**config.mk**
```make
export PLATFORM = sky130hd
export DESIGN_NAME = seq_alu_flat
export DESIGN_NICKNAME = d
export VERILOG_FILES = /design/src/rtl/seq_alu_if.sv /design/src/rtl/seq_alu.sv /design/src/flat_wrapper.sv
export SDC_FILE = /design/constraint.sdc
export NUM_CORES = 1
export LEC_CHECK = 0
export ABC_AREA = 1
export BUFFER_PORTS_ARGS = -buffer_cell sky130_fd_sc_hd__buf_2
export CORE_MARGIN = 8
export CORE_UTILIZATION = 50
export DETAILED_ROUTE_END_ITERATION = 7
export GPL_TIMING_DRIVEN = 1
export HOLD_SLACK_MARGIN = 0.02
export PLACE_DENSITY_LB_ADDON = 0.15
export SLEW_MARGIN = 20
export SYNTH_ARGS = -nofsm -noshare
export SYNTH_HDL_FRONTEND = slang
export SYNTH_SLANG_ARGS = --single-unit
```
**constraint.sdc**
```tcl
create_clock -name clock -period 1.44 [get_ports clock]
set_input_delay 0 -clock clock [delete_from_list [all_inputs] [get_ports clock]]
set_output_delay 0 -clock clock [all_outputs]
set_load 0.02 [all_outputs]
```
**src/rtl/seq_alu_if.sv**
```systemverilog
// Operation request/result bundle for seq_alu: the requester drives start/op/a/b
// and receives the registered result, flags, busy and the one-cycle done pulse.
interface seq_alu_if;
    logic        start;
    logic [2:0]  op;
    logic [7:0]  a;
    logic [7:0]  b;
    logic [15:0] alu_result;
    logic [2:0]  flags;
    logic        busy;
    logic        done;

    modport master (
        output start, op, a, b,
        input  alu_result, flags, busy, done
    );

    modport slave (
        input  start, op, a, b,
        output alu_result, flags, busy, done
    );
endinterface

```
**src/rtl/seq_alu.sv**
```systemverilog
// Sequential 8-bit ALU: single-cycle logic/arithmetic ops plus an optional 8-cycle
// shift-and-add multiplier, enabled by defining SEQ_ALU_MUL_EN.
module seq_alu (
    input  logic      clock,
    input  logic      reset,
    seq_alu_if.slave  bus
);

    typedef enum logic [2:0] {
        OP_ADD = 3'b000,
        OP_SUB = 3'b001,
        OP_AND = 3'b010,
        OP_OR  = 3'b011,
        OP_XOR = 3'b100,
        OP_SHL = 3'b101,
        OP_SHR = 3'b110,
        OP_MUL = 3'b111
    } op_t;

`ifdef SEQ_ALU_MUL_EN
    typedef enum logic [1:0] {ST_IDLE, ST_MUL, ST_DONE} state_t;
`else
    typedef enum logic [1:0] {ST_IDLE, ST_DONE} state_t;
`endif

    state_t      state_q, state_d;
    logic [15:0] result_q, result_d;
    logic [2:0]  flags_q, flags_d;

`ifdef SEQ_ALU_MUL_EN
    logic [15:0] mcand_q, mcand_d;
    logic [7:0]  mplier_q, mplier_d;
    logic [15:0] acc_q, acc_d;
    logic [2:0]  cnt_q, cnt_d;
    logic [15:0] acc_sum;
`endif

    // Single-cycle datapath evaluated on the live operands at the start edge.
    logic [8:0]  add_sum;
    logic [8:0]  sub_diff;
    logic [15:0] alu_res;
    logic        alu_carry;
    logic [2:0]  alu_flags;

    always_comb begin
        // NOTE: every always_comb output gets a default first so no path leaves it unassigned (no latch).
        add_sum   = {1'b0, bus.a} + {1'b0, bus.b};
        sub_diff  = {1'b0, bus.a} - {1'b0, bus.b};
        alu_res   = 16'h0000;
        alu_carry = 1'b0;
        case (op_t'(bus.op))
            OP_ADD: begin alu_res = {7'b0, add_sum};          alu_carry = add_sum[8];  end
            OP_SUB: begin alu_res = {8'h00, sub_diff[7:0]};   alu_carry = sub_diff[8]; end
            OP_AND: alu_res = {8'h00, bus.a & bus.b};
            OP_OR:  alu_res = {8'h00, bus.a | bus.b};
            OP_XOR: alu_res = {8'h00, bus.a ^ bus.b};
            OP_SHL: begin alu_res = {8'h00, bus.a[6:0], 1'b0}; alu_carry = bus.a[7]; end
            OP_SHR: begin alu_res = {8'h00, 1'b0, bus.a[7:1]}; alu_carry = bus.a[0]; end
            default: ;
        endcase
        alu_flags = {alu_res[7], alu_carry, (alu_res == 16'h0000)};
    end

    always_comb begin
        state_d  = state_q;
        result_d = result_q;
        flags_d  = flags_q;
`ifdef SEQ_ALU_MUL_EN
        mcand_d  = mcand_q;
        mplier_d = mplier_q;
        acc_d    = acc_q;
        cnt_d    = cnt_q;
        acc_sum  = acc_q + (mplier_q[0] ? mcand_q : 16'h0000);
`endif
        case (state_q)
            ST_IDLE: begin
                if (bus.start) begin
                    result_d = alu_res;
                    flags_d  = alu_flags;
                    state_d  = ST_DONE;
`ifdef SEQ_ALU_MUL_EN
                    // Multiply keeps the old result visible until the product is final.
                    if (op_t'(bus.op) == OP_MUL) begin
                        result_d = result_q;
                        flags_d  = flags_q;
                        mcand_d  = {8'h00, bus.a};
                        mplier_d = bus.b;
                        acc_d    = 16'h0000;
                        cnt_d    = 3'd0;
                        state_d  = ST_MUL;
                    end
`endif
                end
            end
`ifdef SEQ_ALU_MUL_EN
            ST_MUL: begin
                acc_d    = acc_sum;
                mcand_d  = {mcand_q[14:0], 1'b0};
                mplier_d = {1'b0, mplier_q[7:1]};
                cnt_d    = cnt_q + 3'd1;
                if (cnt_q == 3'd7) begin
                    result_d = acc_sum;
                    flags_d  = {acc_sum[15], (acc_sum[15:8] != 8'h00), (acc_sum == 16'h0000)};
                    state_d  = ST_DONE;
                end
            end
`endif
            ST_DONE: state_d = ST_IDLE;
            default: state_d = ST_IDLE;
        endcase
    end

    always_ff @(posedge clock) begin
        // NOTE: sequential state uses non-blocking assignments so all registers update from pre-edge values.
        if (reset) begin
            state_q  <= ST_IDLE;
            result_q <= 16'h0000;
            flags_q  <= 3'b000;
`ifdef SEQ_ALU_MUL_EN
            mcand_q  <= 16'h0000;
            mplier_q <= 8'h00;
            acc_q    <= 16'h0000;
            cnt_q    <= 3'd0;
`endif
        end else begin
            state_q  <= state_d;
            result_q <= result_d;
            flags_q  <= flags_d;
`ifdef SEQ_ALU_MUL_EN
            mcand_q  <= mcand_d;
            mplier_q <= mplier_d;
            acc_q    <= acc_d;
            cnt_q    <= cnt_d;
`endif
        end
    end

    assign bus.alu_result = result_q;
    assign bus.flags      = flags_q;
    assign bus.busy       = (state_q != ST_IDLE);
    assign bus.done       = (state_q == ST_DONE);

endmodule

```
**src/flat_wrapper.sv**
```systemverilog
// flat-port wrapper written by rule: the top's interface ports become plain ports
module seq_alu_flat 
  (clock, reset, bus_start, bus_op, bus_a, bus_b, bus_alu_result, bus_flags, bus_busy, bus_done);
  seq_alu_if bus_i ();
  input  logic clock;
  input  logic reset;
  input wire logic [$bits(bus_i.start)-1:0] bus_start;
  input wire logic [$bits(bus_i.op)-1:0] bus_op;
  input wire logic [$bits(bus_i.a)-1:0] bus_a;
  input wire logic [$bits(bus_i.b)-1:0] bus_b;
  output wire logic [$bits(bus_i.alu_result)-1:0] bus_alu_result;
  output wire logic [$bits(bus_i.flags)-1:0] bus_flags;
  output wire logic [$bits(bus_i.busy)-1:0] bus_busy;
  output wire logic [$bits(bus_i.done)-1:0] bus_done;
  assign bus_i.start = bus_start;
  assign bus_i.op = bus_op;
  assign bus_i.a = bus_a;
  assign bus_i.b = bus_b;
  assign bus_alu_result = bus_i.alu_result;
  assign bus_flags = bus_i.flags;
  assign bus_busy = bus_i.busy;
  assign bus_done = bus_i.done;
  seq_alu u_core (.clock(clock), .reset(reset), .bus(bus_i));
endmodule
```
* Yosys cells after proc, flatten, opt, wreduce, memory -nomap -nowiden
Index checks and enable logic that the tools add are counted.
** Storage, ports and cells
- Bits in registers :: 20
- Bits of input ports :: 22
- Output and inout port bits :: 21
- Word-level logic and storage cells :: 22
** Operators by class
- Add/subtract/negate cells :: 2
- Eq/ne operators :: 6
- Multiplexer cells :: 2
- Bitwise gates (word level) :: 4
- Reductions and logical operators :: 5
** Operators with widths (number)
- one-hot mux 9 bit (7 select lines) :: 1
- zero test 16 bit :: 1
- adder 8 x 8 -> 9 bit :: 1
- equality test 3 bit (second input constant) :: 3
- subtractor 8 x 8 -> 9 bit :: 1
- AND 8 bit :: 1
- OR 8 bit :: 1
- XOR 8 bit :: 1
- equality test 3 x 2 -> 1 bit (second input constant) :: 2
- one-hot mux 1 bit (4 select lines) :: 1
- equality test 3 x 1 -> 1 bit (second input constant) :: 1
- zero test 3 bit :: 1
- zero test 2 bit :: 1
- AND reduction 2 bit :: 1
- OR reduction 2 bit :: 1
- inverter 1 bit :: 1

* Depth between registers and ports, before layout
- Word-level depth :: 3
- Mapped depth :: 15
- Mapped depth without buffers :: 15

* Worst setup path before layout
Ideal clock, no wire load.
- Path kind :: input -> register
- Start :: in bus_b[0]
- End :: reg u_core.flags_q[0] (netlist: u_core.bus.flags[0])
- Setup time :: 66 ps
- Data arrival time :: 1457 ps
- Data required time :: 1374 ps
- Setup slack :: -83 ps
- Stages on the path :: 13
- Buffers on the path :: 0
- Cell sequence :: ha_1 > fa_1 > nor2_1 > nor2_1 > nand2_4 > nand2_2 > nor2_2 > nand3_2 > nor2_1 > nand3_1 > nor2_1 > nand3_1 > a21oi_2
** On the way
- Word-level cells in the longest chain between the ends :: 3
- Elaborated cells on any way between the ends :: 7
- Classes of those cells :: add/sub: 2; mux: 1; bitwise: 3; reduce/logical: 1
** Ends and longest elaborated chain
- start: declaration :: RTL line flat_wrapper.sv:10 : input wire logic [$bits(bus_i.b)-1:0] bus_b;
- subtractor 8 x 8 -> 9 bit (tied with other cells) :: RTL line seq_alu.sv:48 : sub_diff = {1'b0, bus.a} - {1'b0, bus.b};
- one-hot mux 9 bit (7 select lines) * :: RTL line seq_alu.sv:51 : case (op_t'(bus.op))
- zero test 16 bit * :: RTL line seq_alu.sv:61 : alu_flags = {alu_res[7], alu_carry, (alu_res == 16'h0000)};
- end signal: assignment :: RTL line seq_alu.sv:128 : flags_q <= flags_d;
- end: declaration :: RTL line seq_alu.sv:28 : logic [2:0] flags_q, flags_d;
Mark *: on every way between the ends. The rest lies on a longest branch, timed or not.
A chain may end at the register's enable or synchronous reset.

* Final worst setup path
- Start :: in bus_a[0]
- End :: reg u_core.flags_q[0] (netlist: u_core.bus.flags[0])
** On the way
- Word-level cells in the longest chain between the ends :: 3
- Elaborated cells on any way between the ends :: 7
- Classes of those cells :: add/sub: 2; mux: 1; bitwise: 3; reduce/logical: 1
** Ends and longest elaborated chain
- start: declaration :: RTL line flat_wrapper.sv:9 : input wire logic [$bits(bus_i.a)-1:0] bus_a;
- subtractor 8 x 8 -> 9 bit (tied with other cells) :: RTL line seq_alu.sv:48
- one-hot mux 9 bit (7 select lines) * :: RTL line seq_alu.sv:51
- zero test 16 bit * :: RTL line seq_alu.sv:61
Marked as above.

==> metrics.cfg <==
[detailed_routing]
vias=2252
drtIter0Drc=126
routed_wl_mm=5.98
wl_per_cell_um=13.2
viasPerCell=4.97
first_pass_iters=6
drc_errors=0
ant_nets=0

[power]
p_comb_share_pct=54.2
ir_drop_v=0.000243
seqPwrFrac_pct=23.1
power_switching_w=0.000630
powerDensity_nw_per_um2=591
intPower_w=0.000969
clockPowerShare_pct=22.7
swShare_pct=39.4
p_leak_nw=1.52

[synth]
synth_area_um2=1930
ys_seq_elements=12
synth_top_area_share_pct=15.5
postSynthAreaPerCell_um2=6.10
synth.area.top_cells=ha_1 16%, nand2_1 13%, dfxtp_1 12%
synth.distinct_cells=29
yosys.area.top_type=ha_1
ys_warn_count=0
yosysSeqAreaShare_pct=12.4
netlist_instances=317

[setup_path]
cp_num_buf_inv=1
cpLargestDelayFamily=simple AND/OR/NAND/NOR gates
cp_max_fo=4
slowest_stage=fa_2
crit_arrival_ns=1.59
crit_path_end_kind=flop
path_class=in -> reg
worst-endpoint-required_ns=1.62
startpoint_type=primary input
critical_path.cell_chain=buf_6 -> ha_4 -> fa_2 -> nor2_2 -> nor2_2 -> nand2_4 -> nand2_2 -> nor2_2 -> nand3_2 -> nor2_2 -> nand3_1 -> nor2_1 -> nand3_1 -> a21oi_2
critical_path.most_common_cell=nor2_2
critPathMaxStageDelay_ns=0.41

[place]
io_buffers=35
post-place-ws_ns=-0.326
place_area_um2=2510
dp_hpwl_mm=4.73
gp_congestion=0.963

[die]
die_area_um2=6110
die_y_um=78.2
start_util_pct=52.4
io_pins=43
row_count=22
chipWidth_um=78.2
coreArea_um2=3690

[finish]
final_cell_area_um2=2700
nets=454
num_antenna_cells=0
area_growth_pct=39.9
drive_above_1_share_pct=36.8

[clocking]
cts.sinks=12
clockRootBuffer=clkbuf_8
clk_pin_slew_ns=0.05
h-tree-depth=1
clk_latency_ns=0.24
cts_tree=yes
clockBufferDepth=2
cts_buffers=3

[timing]
period_needed_ns=1.41
worst_clock_skew_ns=0.000993
finalCritPeriodShare_pct=98.0
rsz0062_at_grt=yes
fmax_ghz=0.708
finalSetupViolCount=0
final_max_slew_viol_count=0
setup_ws_ns=0.0282
hold_viol=0

[min_path]
hp-class=in -> reg

[global_routing]
grt_pass1_vias=2172
grt_usage_pct=18.9
grt_pass1_wl_mm=9.80
grt_overflow=0
antenna_found_initial=0
grt_max_degree=18

[run_status]
status=finished, final reports clean

[flow_run]
maxCapViolations=0

[final timing paths]
kind / startpoint / end / slack [ns] / cells after the start
min: bus_start / u_core.bus.alu_result[2] / 0.31 / 7
max: bus_a[0] / u_core.bus.flags[0] / 0.03 / 14
max reg2reg: u_core.state_q[0] / u_core.bus.alu_result[7] / 0.28 / 5
min reg2reg: u_core.bus.flags[0] / u_core.bus.flags[0] / 0.50 / 2
[cell families (layout without fill, tap and decap cells)]
family,Yosys count,after routing,synth area share [%]
AO/OA/AOI/OAI,44,44,13.5
adder cells (fa/ha/maj),26,26,17.6
buffers and inverters,75,157,18.3
flip-flops,12,12,12.4
other,1,7,0.194
AND/OR/NAND/NOR,159,159,38.1
[registers in the layout (all words and copies together), names as in the netlist]
name                   flops
u_core.state_q             1
u_core.bus.alu_result      9
u_core.bus.flags           2
[routing by layer]
metal / track usage (%) / vias up / share of wire [%]
met4: 4.07 / 0 / 0.99
met3: 2.73 / 11 / 7.4
li1: - / 1168 / -
met5: 0 / - / 0
met1: 24.5 / 984 / 45
met2: 32.1 / 89 / 46
[cell usage after synthesis]
library cell	instances
buf_2	1
nand3_1	29
buf_4	10
clkbuf_1	1
nor3_2	1
o21ai_0	12
inv_2	5
nor2_2	5
dfxtp_1	12
o21ai_1	4
nand3_2	5
nand2_1	68
inv_1	53
a21oi_2	6
o211ai_1	2
conb_1	1
nand2_4	1
buf_6	4
nand4_1	12
ha_1	24
nand2_2	3
fa_1	2
o22ai_1	4
inv_4	1
o31a_1	1
nor2_1	34
o221ai_1	1
a21oi_1	14
nor2_4	1
[final cells by class]
type,count,area [µm²]
Multi-Input combinational cell,236,1490
Inverter,59,226
Sequential cell,12,240
Clock buffer,4,55.1
Fill cell,331,985
Tap cell,48,60.1
Timing Repair Buffer,94,633
[placed cells by master (no fill, tap or decap)]
| master | synthesis | routed |
|---|---|---|
| a21oi_1 | 14 | 13 |
| a21oi_2 | 6 | 6 |
| a21oi_4 | 0 | 1 |
| buf_2 | 1 | 33 |
| buf_4 | 10 | 58 |
| buf_6 | 4 | 2 |
| clkbuf_8 | 0 | 4 |
| conb_1 | 1 | 7 |
| dfxtp_1 | 12 | 12 |
| dlygate4sd3_1 | 0 | 1 |
| fa_2 | 0 | 2 |
| ha_1 | 24 | 17 |
| ha_2 | 0 | 1 |
| ha_4 | 0 | 6 |
| inv_1 | 53 | 50 |
| inv_2 | 5 | 7 |
| inv_4 | 1 | 2 |
| nand2_1 | 68 | 65 |
| nand2_2 | 3 | 6 |
| nand2_4 | 1 | 1 |
| nand3_1 | 29 | 27 |
| nand3_2 | 5 | 7 |
| nand4_1 | 12 | 12 |
| nor2_1 | 34 | 28 |
| nor2_2 | 5 | 11 |
| nor2_4 | 1 | 1 |
| nor3_2 | 1 | 1 |
| o211ai_1 | 2 | 2 |
| o21ai_0 | 12 | 10 |
| o21ai_1 | 4 | 6 |
| o221ai_1 | 1 | 1 |
| o22ai_1 | 4 | 4 |
| o31a_1 | 1 | 1 |
[per-stage QoR]
stage	instances	power, W	hold WS (ns)	setup TNS (ns)	util, %
global placement	446	0.00115	0.233	-1.46	68.2
floorplan	323	0.000864	0.0624	-0.0348	-
global route	453	0.00171	0.345	-0.227	73.3
detailed placement	446	0.00116	0.236	-1.61	68.2
finish	453	0.00160	0.305	0	73.3
CTS	453	0.00156	0.288	0	71.4
[what timing repair did]
item / CTS / global route
pin swaps: 11 / 7
hold endpoints to repair: 3 / 0
resized for setup: 11 / 17
setup endpoints to repair: 1 / 5
buffers inserted: 2 / 0
hold buffers: 1 / 0
[power groups by stage]
stage	Combinational [W]	Sequential, W	Clock [W]
final	0.000866	0.000369	0.000363
after global routing	0.000956	0.000372	0.000385
after CTS	0.000819	0.000369	0.000367
after detailed placement	0.000788	0.000376	0
after global placement	0.000777	0.000375	0
after floorplan	0.000457	0.000408	0
[worst register-to-register path: cells and delay by family (launching register included)]
kind / cells / cell delay [ns]
and+or+nand+nor: 1 / 0.18
AOI/OAI and AO/OA: 1 / 0.16
DFF: 1 / 0.32
buffers and inverters: 3 / 0.41
Note: power is estimated with default switching activity, not from simulation.
